File: config.mk
export PLATFORM = sky130hd
export DESIGN_NAME = alu
export DESIGN_NICKNAME = d
export VERILOG_FILES = /design/src/rtl/alu.sv
export SDC_FILE = /design/constraint.sdc
export NUM_CORES = 1
export LEC_CHECK = 0
export ABC_AREA = 1
export CAP_MARGIN = 20
export CORE_MARGIN = 4
export CORE_UTILIZATION = 50
export CTS_CLUSTER_DIAMETER = 200
export DETAILED_ROUTE_END_ITERATION = 8
export PLACE_DENSITY = 0.78
export SYNTH_ARGS = -nofsm -noshare
export SYNTH_HDL_FRONTEND = slang
export SYNTH_SLANG_ARGS = --single-unit
File: constraint.sdc
create_clock -name clk -period 3.7 [get_ports clk]
set_input_delay 0.74 -clock clk [delete_from_list [all_inputs] [get_ports clk]]
set_output_delay 0.74 -clock clk [all_outputs]
set_load 0.01 [all_outputs]
File: src/rtl/alu.sv
// Combinational ALU with a stored carry for multi-word ADC/SBB chains.
// Flags follow the usual carry / not-borrow convention.
module alu #(
    parameter int WIDTH = 8
) (
    input  logic             clk,
    input  logic             rst,
    input  logic [3:0]       operation,
    input  logic [WIDTH-1:0] operand1,
    input  logic [WIDTH-1:0] operand2,
    input  logic             carry_we,
    output logic [WIDTH-1:0] result,
    output logic             zero_flag,
    output logic             carry_flag,
    output logic             overflow_flag,
    output logic             negative_flag
);

    localparam logic [3:0] OP_ADD  = 4'h0;
    localparam logic [3:0] OP_SUB  = 4'h1;
    localparam logic [3:0] OP_AND  = 4'h2;
    localparam logic [3:0] OP_OR   = 4'h3;
    localparam logic [3:0] OP_XOR  = 4'h4;
    localparam logic [3:0] OP_NOT  = 4'h5;
    localparam logic [3:0] OP_SHL  = 4'h6;
    localparam logic [3:0] OP_SHR  = 4'h7;
    localparam logic [3:0] OP_ADC  = 4'h8;
    localparam logic [3:0] OP_SBB  = 4'h9;
    localparam logic [3:0] OP_INC  = 4'hA;
    localparam logic [3:0] OP_DEC  = 4'hB;
    localparam logic [3:0] OP_CMP  = 4'hC;
    localparam logic [3:0] OP_ASR  = 4'hD;
    localparam logic [3:0] OP_PASS = 4'hE;
    localparam logic [3:0] OP_NOP  = 4'hF;

    localparam logic [WIDTH-1:0] ONE = {{(WIDTH-1){1'b0}}, 1'b1};
    localparam int MSB = WIDTH - 1;

    logic             creg;
    logic [WIDTH-1:0] add_b;
    logic [WIDTH-1:0] sub_b;
    logic             cin;
    logic             bin;
    logic [WIDTH:0]   sum;
    logic [WIDTH:0]   diff;
    logic             add_v;
    logic             sub_v;
    logic [WIDTH-1:0] flag_src;

    always_comb begin
        add_b = operand2;
        sub_b = operand2;
        cin   = 1'b0;
        bin   = 1'b0;
        case (operation)
            OP_ADC:  cin   = creg;
            OP_INC:  add_b = ONE;
            OP_SBB:  bin   = ~creg;
            OP_DEC:  sub_b = ONE;
            default: ;
        endcase
    end

    // Borrow out of the WIDTH+1 bit difference shows up in the top bit.
    assign sum  = {1'b0, operand1} + {1'b0, add_b} + {{WIDTH{1'b0}}, cin};
    assign diff = {1'b0, operand1} - {1'b0, sub_b} - {{WIDTH{1'b0}}, bin};

    assign add_v = (operand1[MSB] == add_b[MSB]) && (sum[MSB] != operand1[MSB]);
    assign sub_v = (operand1[MSB] != sub_b[MSB]) && (diff[MSB] != operand1[MSB]);

    always_comb begin
        result        = '0;
        carry_flag    = 1'b0;
        overflow_flag = 1'b0;
        unique case (operation)
            OP_ADD, OP_ADC, OP_INC: begin
                result        = sum[WIDTH-1:0];
                carry_flag    = sum[WIDTH];
                overflow_flag = add_v;
            end
            OP_SUB, OP_SBB, OP_DEC: begin
                result        = diff[WIDTH-1:0];
                carry_flag    = ~diff[WIDTH];
                overflow_flag = sub_v;
            end
            OP_CMP: begin
                result        = operand1;
                carry_flag    = ~diff[WIDTH];
                overflow_flag = sub_v;
            end
            OP_AND:  result = operand1 & operand2;
            OP_OR:   result = operand1 | operand2;
            OP_XOR:  result = operand1 ^ operand2;
            OP_NOT:  result = ~operand1;
            OP_SHL: begin
                result     = {operand1[WIDTH-2:0], 1'b0};
                carry_flag = operand1[MSB];
            end
            OP_SHR: begin
                result     = {1'b0, operand1[WIDTH-1:1]};
                carry_flag = operand1[0];
            end
            OP_ASR: begin
                result     = {operand1[MSB], operand1[WIDTH-1:1]};
                carry_flag = operand1[0];
            end
            OP_PASS: result = operand2;
            OP_NOP:  result = '0;
        endcase
    end

    // CMP reports Z/N of the difference while passing A through.
    assign flag_src      = (operation == OP_CMP) ? diff[WIDTH-1:0] : result;
    assign zero_flag     = (flag_src == '0);
    assign negative_flag = flag_src[MSB];

    always_ff @(posedge clk or posedge rst) begin
        if (rst)
            creg <= 1'b0;
        else if (carry_we)
            creg <= carry_flag;
    end

endmodule

Yosys cells after proc, flatten, opt, wreduce, memory -nomap -nowiden
Cells that the tools add are included.
Widths: inputs -> output; s select.
{ "op_classes": {"mux": 8, "reduce_logical": 8, "n_eq_ne": 19, "bitwise": 6, "n_addsub": 4} }
{ "ops": {"columns": ["cell", "n"], "rows": [
  ["$pmux 8 s12", 1],
  ["$eq 4x4->1 const B", 8],
  ["$mux 8", 3],
  ["$eq 4x3->1 const B", 4],
  ["$add 8x8->9", 1],
  ["$add 9x1->9", 1],
  ["$sub 8x8->9", 1],
  ["$sub 9x1->9", 1],
  ["$and 8x8->8", 1],
  ["$eq 4x2->1 const B", 2],
  ["$logic_not 8->1", 1],
  ["$not 8->8", 1],
  ["$or 8x8->8", 1],
  ["$xor 8x8->8", 1],
  ["$reduce_or 3->1", 2],
  ["$eq 4x1->1 const B", 1],
  ["$logic_not 4->1", 1],
  ["$pmux 1 s4", 1],
  ["$reduce_or 4->1", 1],
  ["$ne 1x1->1", 3],
  ["$logic_and 1x1->1", 2],
  ["$mux 1", 2],
  ["$not 1->1", 2],
  ["$pmux 1 s2", 1],
  ["2 further kinds", 2]
]} }
{ "word_totals": {"input_bits": 23, "reg_bits": 1, "elab_cells": 46} }

Depth between registers and ports, before layout
Gate-level depths: netlist of run 1.
{ "depth": {"word_depth": 7, "depth_mapped": 21} }

Least setup slack after synthesis of run 1
Ideal clock, no wire load.
{ "synth_path": {"path_kind": "input-to-output", "startpoint": "input port operation[3]", "endpoint": "output port zero_flag", "arrival_ns": 2.999, "cell_stages": 19, "t_required_ns": 2.960, "path_slack_ns": -0.039, "path_cell_list": "inv_2 nor2_1 inv_1 nor2_1 nor2_1 ha_1 inv_1 ha_1 nand2_1 inv_1 a21oi_1 nand3_1 nand3_1 nand3_1 nand2_1 nand2_1 nor2_1 nand2_1 nor2_1"} }
{ "synth_between": {"elab_chain_len": 7} }
{ "synth_rtl": {"columns": ["item", "line_no", "text"], "rows": [
  ["start: declaration", "8", "input logic [3:0] operation,"],
  ["$eq 4x4->1", "55, 75", null],
  ["$mux 8", "55", "case (operation)"],
  ["$sub 8x8->9 or $add 8x8->9 (tied branches)", "66, 65", null],
  ["$sub 9x1->9 or $add 9x1->9 (tied branches)", "66, 65", null],
  ["$pmux 8 s12 *", "75", "unique case (operation)"],
  ["net result[7]", "12", "output logic [WIDTH-1:0] result,"],
  ["$mux 8 *", "113", "assign flag_src = (operation == OP_CMP) ? diff[WIDTH-1:0] : result;"],
  ["net negative_flag", "16", "output logic negative_flag"],
  ["$logic_not 8->1 *", "114", "assign zero_flag = (flag_src == '0);"],
  ["end: declaration", "13", "output logic zero_flag,"]
]} }
The timed path passes the listed nets; every way through them passes the cells marked *.

Final worst setup path of run 1
{ "layout_path": {"startpoint": "input port operand1[4]", "endpoint": "output port zero_flag"} }
{ "layout_between": {"elab_chain_len": 5} }
{ "layout_rtl": {"columns": ["item", "line_no", "text"], "rows": [
  ["start: declaration", "9", "input logic [WIDTH-1:0] operand1,"],
  ["$sub 8x8->9 or $add 8x8->9 (tied branches)", "66, 65", null],
  ["$sub 9x1->9 or $add 9x1->9 (tied branches)", "66, 65", null],
  ["$pmux 8 s12", "75", null],
  ["$mux 8 *", "113", null],
  ["$logic_not 8->1 *", "114", null]
]} }
Mark *: on every way between the ends. The rest lies on a longest branch, timed or not.

==> results of run 1 <==
==> power breakdown <==
group          internal (mW)  switching, mW
Clock                      0              0
Combinational          0.338          0.415
Sequential            0.0128        0.00277
Total                  0.351          0.418
==> logic make-up after synthesis <==
logic type	after synthesis
and+or+nand+nor	266
buffers and inverters	81
adders and majority gates	41
AOI/OAI and AO/OA	31
xor gates and xnor gates	5
DFF	1
==> Yosys cell counts <==
master | count | area share, %
nand2_1 | 151 | 26
inv_1 | 72 | 12
nor2_1 | 59 | 10
nand3_1 | 39 | 8.9
ha_1 | 37 | 21
a21oi_1 | 14 | 3.2
o21ai_0 | 11 | 2.5
inv_2 | 6 | 1.0
fa_1 | 4 | 3.7
nand4_1 | 4 | 1.1
xor2_1 | 4 | 1.6
and2_1 | 3 | 0.86
nand2_2 | 3 | 0.86
o211ai_1 | 3 | 1.0
nor2_2 | 2 | 0.57
nor3_1 | 2 | 0.46
a22o_1 | 1 | 0.40
buf_4 | 1 | 0.34
clkbuf_1 | 1 | 0.17
clkinv_1 | 1 | 0.17
dfrtp_1 | 1 | 1.1
nand3b_1 | 1 | 0.34
o21ai_2 | 1 | 0.40
o311ai_0 | 1 | 0.40
or2_0 | 1 | 0.29
or2_2 | 1 | 0.29
xnor2_1 | 1 | 0.40
==> per-stage QoR <==
stage / util [%] / power [mW]
6_report: 92.8 / 0.769
5_1_grt: 92.8 / 0.800
4_1_cts: 84.1 / 0.573
3_5_place_dp: 78.7 / 0.524
3_3_place_gp: 78.7 / 0.509
2_1_floorplan: - / 0.268
==> worst min-delay path: stages, from the launching register on <==
cell and delay [ps]:
dfrtp_1 420, nand2_1 90, nand2_1 60
==> cells in the final DEF (no fill, tap or decap), types with 5 or more instances in the layout <==
cell	Yosys	final
nor2_2	2	14
buf_6	0	14
nand2_1	151	122
nor2_4	0	7
nand3_2	0	9
nand2_2	3	22
buf_4	1	93
a21oi_1	14	9
nand2_4	0	10
ha_1	37	27
dlymetal6s2s_1	0	5
inv_1	72	53
inv_2	6	21
clkdlybuf4s50_1	0	10
nand3_1	39	30
nor2_1	59	40
o21ai_0	11	8
ha_4	0	8
==> what timing repair did <==
action                     CTS  global route
setup endpoints to repair   13            12
setup buffers                5             9
pin swaps                   24            45
resized for setup          111           107
==> cell type report <==
cell class              instances  area (sq um)  share of cell area, %
inverters                      79           307                   8.02
multi-input cells             343          2300                   60.2
flip-flops and latches          1          25.0                  0.655
well taps                      50          62.6                   1.64
repair buffers                135          1130                   29.5
==> per-layer routing <==
layer  part of all wire, %  up-vias  global-route usage, %
li1                      -     1589                      -
met1                    33     1707                   38.4
met2                    43      480                   59.9
met3                    14      192                   6.35
met4                    10        0                   20.3
met5                     0        -                      0
==> how the worst max path moves through the flow <==
stage	cells after the start	slack [ps]	endpoint
after global placement	20	-1160	zero_flag
after CTS	23	-160	zero_flag
after global routing	18	-470	zero_flag
after detailed placement	18	-1200	zero_flag
final	18	-350	zero_flag
after floorplan	19	40	zero_flag
==> parameters.txt, run 1 <==
Parameter                              Value

Run status
  Status    complete, but fails checks
  Failing checks    DRC, setup timing

GRT
  Total global-route track usage    34.3%
  Maximum number of pins on one net before global-route repair    10
  Wire length of the first global-routing pass    14700 um
  Number of antenna violations at the first check in global routing    0
  Vias in the first global route    3277
  Total congestion overflow after global routing    0

Cells and area
  Number of non-filler instances in the completed layout    608
  Antenna Diode Count    0
  Growth of design area from synthesis to finish    75.1%
  Largest register by flop count    creg
  Largest regs    creg x1
  Fraction of final layout cells with drive strength greater than 1    41.2%
  Number of nets in the layout    624
  Final cell area excluding filler cells    0.00382 sq mm
  Filler cells    153
  Flip-flop count of the largest register, all copies and words added    1

Floorplanning
  Die boundary height    74.1 um
  Die width    74.1 um
  Row cnt    23
  Number of I/O pins    35
  Standard cell core area    0.00412 sq mm
  Die ar.    0.00548 sq mm
  Initial Util    53.0%

Route
  Starting DRC count in detailed routing    830
  Total via count after detailed routing    3968
  Average routed wire per standard cell    21.0 um
  Vias per cell    6.53
  Detail Route Antenna Nets    0
  Wire length after detailed routing    12700 um
  Residual DRC count    3
  DRT Pass-1 Iters    9

Yosys
  Sequential-to-total area share from yosys stat    1.15%
  Number of warnings printed during yosys synthesis    0
  Post-synthesis cell area    0.00218 sq mm
  Main combinational cell family by area after synthesis    simple AND/OR/NAND/NOR gates
  Register bit total from synthesis    1
  Post-synthesis simple-gate area fraction    49.9%
  Compound-gate portion of the synthesized area    7.97%
  Net Count, Synth    489
  Post-Synthesis Mean Instance Area    5.13 sq um
  XOR/XNOR share of the synthesized area    2.01%
  Post-synthesis cell type count    27
  Share of synthesized area spent on multiplexers    0%
  Synthesized instance count    425
  Adder-cell share of the synthesized area    24.9%

Timing
  Max-slew violation total from the final report    0
  RSZ-0062 raised after global routing    true
  Slew at the pin closest to its max-slew limit    716 ps
  Worst setup slack after layout    -353 ps
  Endpoints failing setup    9
  Final worst path period share    110%
  Minimum period implied by the final worst setup slack    4050 ps
  WHS    596 ps
  Aggregate negative setup slack    -1370 ps
  Fmax    0.247 GHz
  Final-report hold violation count    0
  Maximum clock skew at final layout    0 ps
  Slew HR    52.1%

Critical path
  Most Frequent Cell on Critical Path    nand2_1
  Endpoint class of the critical path    output port
  Destination of the worst register-to-register timing path    creg
  Crit path largest cell delay    550 ps
  Register-to-register setup slack    870 ps
  Critical path buffer and inverter count    5
  Critical path, cell by cell    clkdlybuf4s50_1 -> inv_1 -> ha_1 -> inv_2 -> ha_4 -> nand2_1 -> inv_1 -> nand2_1 -> nand2_1 -> nand2_2 -> nand3_1 -> nand2_1 -> nand3_1 -> nand2_1 -> nor2_4 -> nand2_2 -> nor2_4 -> buf_6
  Critical path fanouts, max    5
  Beginning of the critical path    operand1[4]
  FF-to-FF path depth    18
  Kind of start point of the critical path    input pin
  Largest delay contributor family on the critical path    simple AND/OR/NAND/NOR gates
  Critical setup path kind    input pin to output port
  FF-to-FF Start    creg
  Highest-delay cell along the critical path    clkdlybuf4s50_1
  Required time worst endpoint    2960 ps
  Data arrival time of the critical path    3310 ps

Place
  Final HPWL DP    6560 um
  Final estimated routing congestion in global placement    0.930
  Dpl cell area    0.00324 sq mm
  Count of placed standard cells including taps    595
  Port-buffer cells    34
  Setup slack after placement    -1200 ps

Clock tree
  Post-CTS Hold Fix Bufs    0
  Later-pin clock latency in the skew report    0 ps
  Clock slew at reported path FFs    0 ps

Power and ir drop
  Leak pwr    2.16 nW
  VDD IR max    0.158 mV
  PD cells    201 mW/mm^2

Min path
  Worst Hold Path EP    creg
  Worst hold path stage count    2
  Critical hold path startpoint    creg
  Path category of the worst min-delay check    flop to flop

Job
  Max cap viols    0
(Power assumes the default switching activity.)
==> inputs of run 2 (changes only) <==
- CORE_UTILIZATION: 50 -> 45
- PLACE_DENSITY: 0.78 -> 0.72
==> parameters.txt, run 2 (synthesis gave the netlist of run 1 again) <==
Parameter                              Value

Min path
  Worst Hold Path EP    creg
  Worst hold path stage count    2 (unchanged)
  Path category of the worst min-delay check    flop to flop
  Critical hold path startpoint    creg

Critical path
  Largest delay contributor family on the critical path    simple AND/OR/NAND/NOR gates
  Critical path fanouts, max    5 (unchanged)
  Critical path buffer and inverter count    4 (-1)
  Endpoint class of the critical path    output port
  FF-to-FF path depth    17 (-1)
  Required time worst endpoint    2960 ps (about the same)
  Critical setup path kind    input pin to output port
  Highest-delay cell along the critical path    ha_1
  Register-to-register setup slack    1100 ps (+230 ps)
  Crit path largest cell delay    300 ps (-250 ps)
  Destination of the worst register-to-register timing path    creg
  Data arrival time of the critical path    3390 ps (+80 ps)
  Kind of start point of the critical path    input pin
  FF-to-FF Start    creg
  Critical path, cell by cell    buf_8 -> nor2_4 -> clkinv_4 -> nor2_4 -> nor2_1 -> ha_1 -> inv_2 -> ha_4 -> nand2_4 -> nor2_2 -> nand2_4 -> nand3_2 -> nand2_2 -> nand3_2 -> nand3_2 -> nand2_1 -> nand2_1 -> nor2_1 -> nand2_1 -> nor2_1 -> buf_2

Floorplanning
  Number of I/O pins    35 (unchanged)
  Die width    77.6 um (+4.8%)
  Die ar.    0.00603 sq mm (+9.9%)
  Initial Util    46.2% (-6.8 points)
  Row cnt    25 (+8.7%)
  Die boundary height    77.6 um (+4.8%)
  Standard cell core area    0.00472 sq mm (+15%)

Cells and area
  Largest register by flop count    creg
  Flip-flop count of the largest register, all copies and words added    1 (unchanged)
  Antenna Diode Count    0 (unchanged)
  Largest regs    creg x1
  Commonest cells after routing, fill and taps aside    nand2_1, buf_4, inv_1
  Number of non-filler instances in the completed layout    633 (+4.1%)
  Final core utilization    81.0% (-12 points)
  Leading cell type in the layout, fill and taps excluded    nand2_1
  Number of nets in the layout    632 (+1.3%)
  Fraction of final layout cells with drive strength greater than 1    39.0% (-2.2 points)
  Growth of design area from synthesis to finish    75.3%

Timing
  RSZ-0062 raised after global routing    true
  Worst setup slack after layout    -434 ps (-80.9 ps)
  Slew HR    39.9% (-12 points)
  Fmax    0.242 GHz (-2.0%)
  Endpoints failing setup    4 (-5)
  Minimum period implied by the final worst setup slack    4130 ps (+80.9 ps)
  WHS    588 ps (-8.52 ps)
  Final worst path period share    112% (+2.2 points)
  Slew at the pin closest to its max-slew limit    898 ps (+182 ps)
  Maximum clock skew at final layout    0 ps (unchanged)
  Max-slew violation total from the final report    0 (unchanged)
  Final-report hold violation count    0 (unchanged)

GRT
  Wire length of the first global-routing pass    14000 um (-4.3%)
  Maximum number of pins on one net before global-route repair    10 (unchanged)
  Total global-route track usage    28.6% (-5.7 points)
  Number of antenna violations at the first check in global routing    0 (unchanged)
  Vias in the first global route    3059 (-6.7%)
  Total congestion overflow after global routing    0 (unchanged)

Clock tree
  Later-pin clock latency in the skew report    0 ps (unchanged)
  Clock slew at reported path FFs    0 ps (unchanged)

Power and ir drop
  PD cells    186 mW/mm^2 (-7.7%)
  Leak pwr    2.16 nW (about the same)
  VDD IR max    0.114 mV (-27%)

Route
  Total via count after detailed routing    3494 (-12%)
  DRT Pass-1 Iters    5 (-4)
  Average routed wire per standard cell    16.5 um (-22%)
  Starting DRC count in detailed routing    315 (-62%)
  Vias per cell    5.52 (-15%)
  Residual DRC count    0 (-3)
  Detail Route Antenna Nets    0 (unchanged)
  Wire length after detailed routing    10400 um (-18%)

Run status
  Failing checks    setup timing
  Status    complete, but fails checks

Place
  Final estimated routing congestion in global placement    0.940 (+1.1%)
  Port-buffer cells    34 (unchanged)
  Final HPWL DP    6730 um (+2.5%)
  Count of placed standard cells including taps    625 (+5.0%)

Job
  Max cap viols    0 (unchanged)
run 2: cell count changes in the layout (fill, tap and decap cells not counted), moves of 3 or more:
cell / previous run / this run
inv_1: 53 / 56
nor2_1: 40 / 48
nand2_4: 10 / 7
dlymetal6s2s_1: 5 / 2
nor2_4: 7 / 4
nand2_2: 22 / 26
inv_4: 4 / 1
nor2_2: 14 / 9
buf_4: 93 / 99
ha_1: 27 / 30
run 2: cell type report:
class | count | area [sq um]
multi-input combinational | 343 | 2220
timing repair buffer | 143 | 1190
fill | 321 | 898
inverter | 79 | 304
tap | 67 | 83.8
sequential | 1 | 25.0
run 2: where the power goes:
| group | total (mW) | switching (mW) | internal [mW] |
|---|---|---|---|
| Sequential | 0.0156 | 0.00282 | 0.0128 |
| Clock | 0 | 0 | 0 |
| Combinational | 0.695 | 0.363 | 0.332 |
| Total | 0.711 | 0.366 | 0.345 |
run 2: metrics by stage:
stage                     setup TNS, ps  worst slack [ps]  power [mW]  instance area [sq um]
after floorplan                       0              39.6       0.268                   2190
after global routing              -1390              -473       0.760                   3820
after global placement            -9790             -1100       0.532                   3370
final                              -701              -434       0.711                   3820
after CTS                          -161              -113       0.572                   3510
after detailed placement         -10250             -1110       0.542                   3370
run 2: worst reg2reg max path: stages, from the launching register on:
cell and delay, ps:
dfrtp_1 420, nor3_4 80, fa_2 380, fa_2 360, nand2_1 90, nand2_2 60
nand2_1 80, nand2_1 80, nand2_1 90, nand2_2 80, a21oi_2 150, o21ai_0 110
nand3_2 80, nand2_2 70, buf_4 140, buf_4 120, nand2_1 50, nand2_1 40
run 2: layer usage:
layer / vias to the layer above / GRT usage (%) / part of all wire, %
met5: - / 0 / 0
met4: 0 / 6.94 / 6.3
met1: 1589 / 35.3 / 37
met3: 76 / 1.51 / 9.1
met2: 223 / 53.5 / 48
li1: 1606 / - / -
run 2: worst max-delay path by stage:
stage	start	to	slack (ps)	cells past startpoint
after floorplan	operation[3]	zero_flag	40	19
after global placement	operation[3]	zero_flag	-1100	20
after detailed placement	operation[3]	zero_flag	-1110	20
after CTS	operation[0]	zero_flag	-110	16
after global routing	operation[2]	zero_flag	-470	21
final	operation[2]	zero_flag	-430	21
run 2: timing repair:
action,in CTS,in global routing
pin swaps,35,58
hold buffers,0,0
gates cloned,0,0
buffers inserted,4,6
resized for setup,102,88
endpoints found under the setup margin,13,12
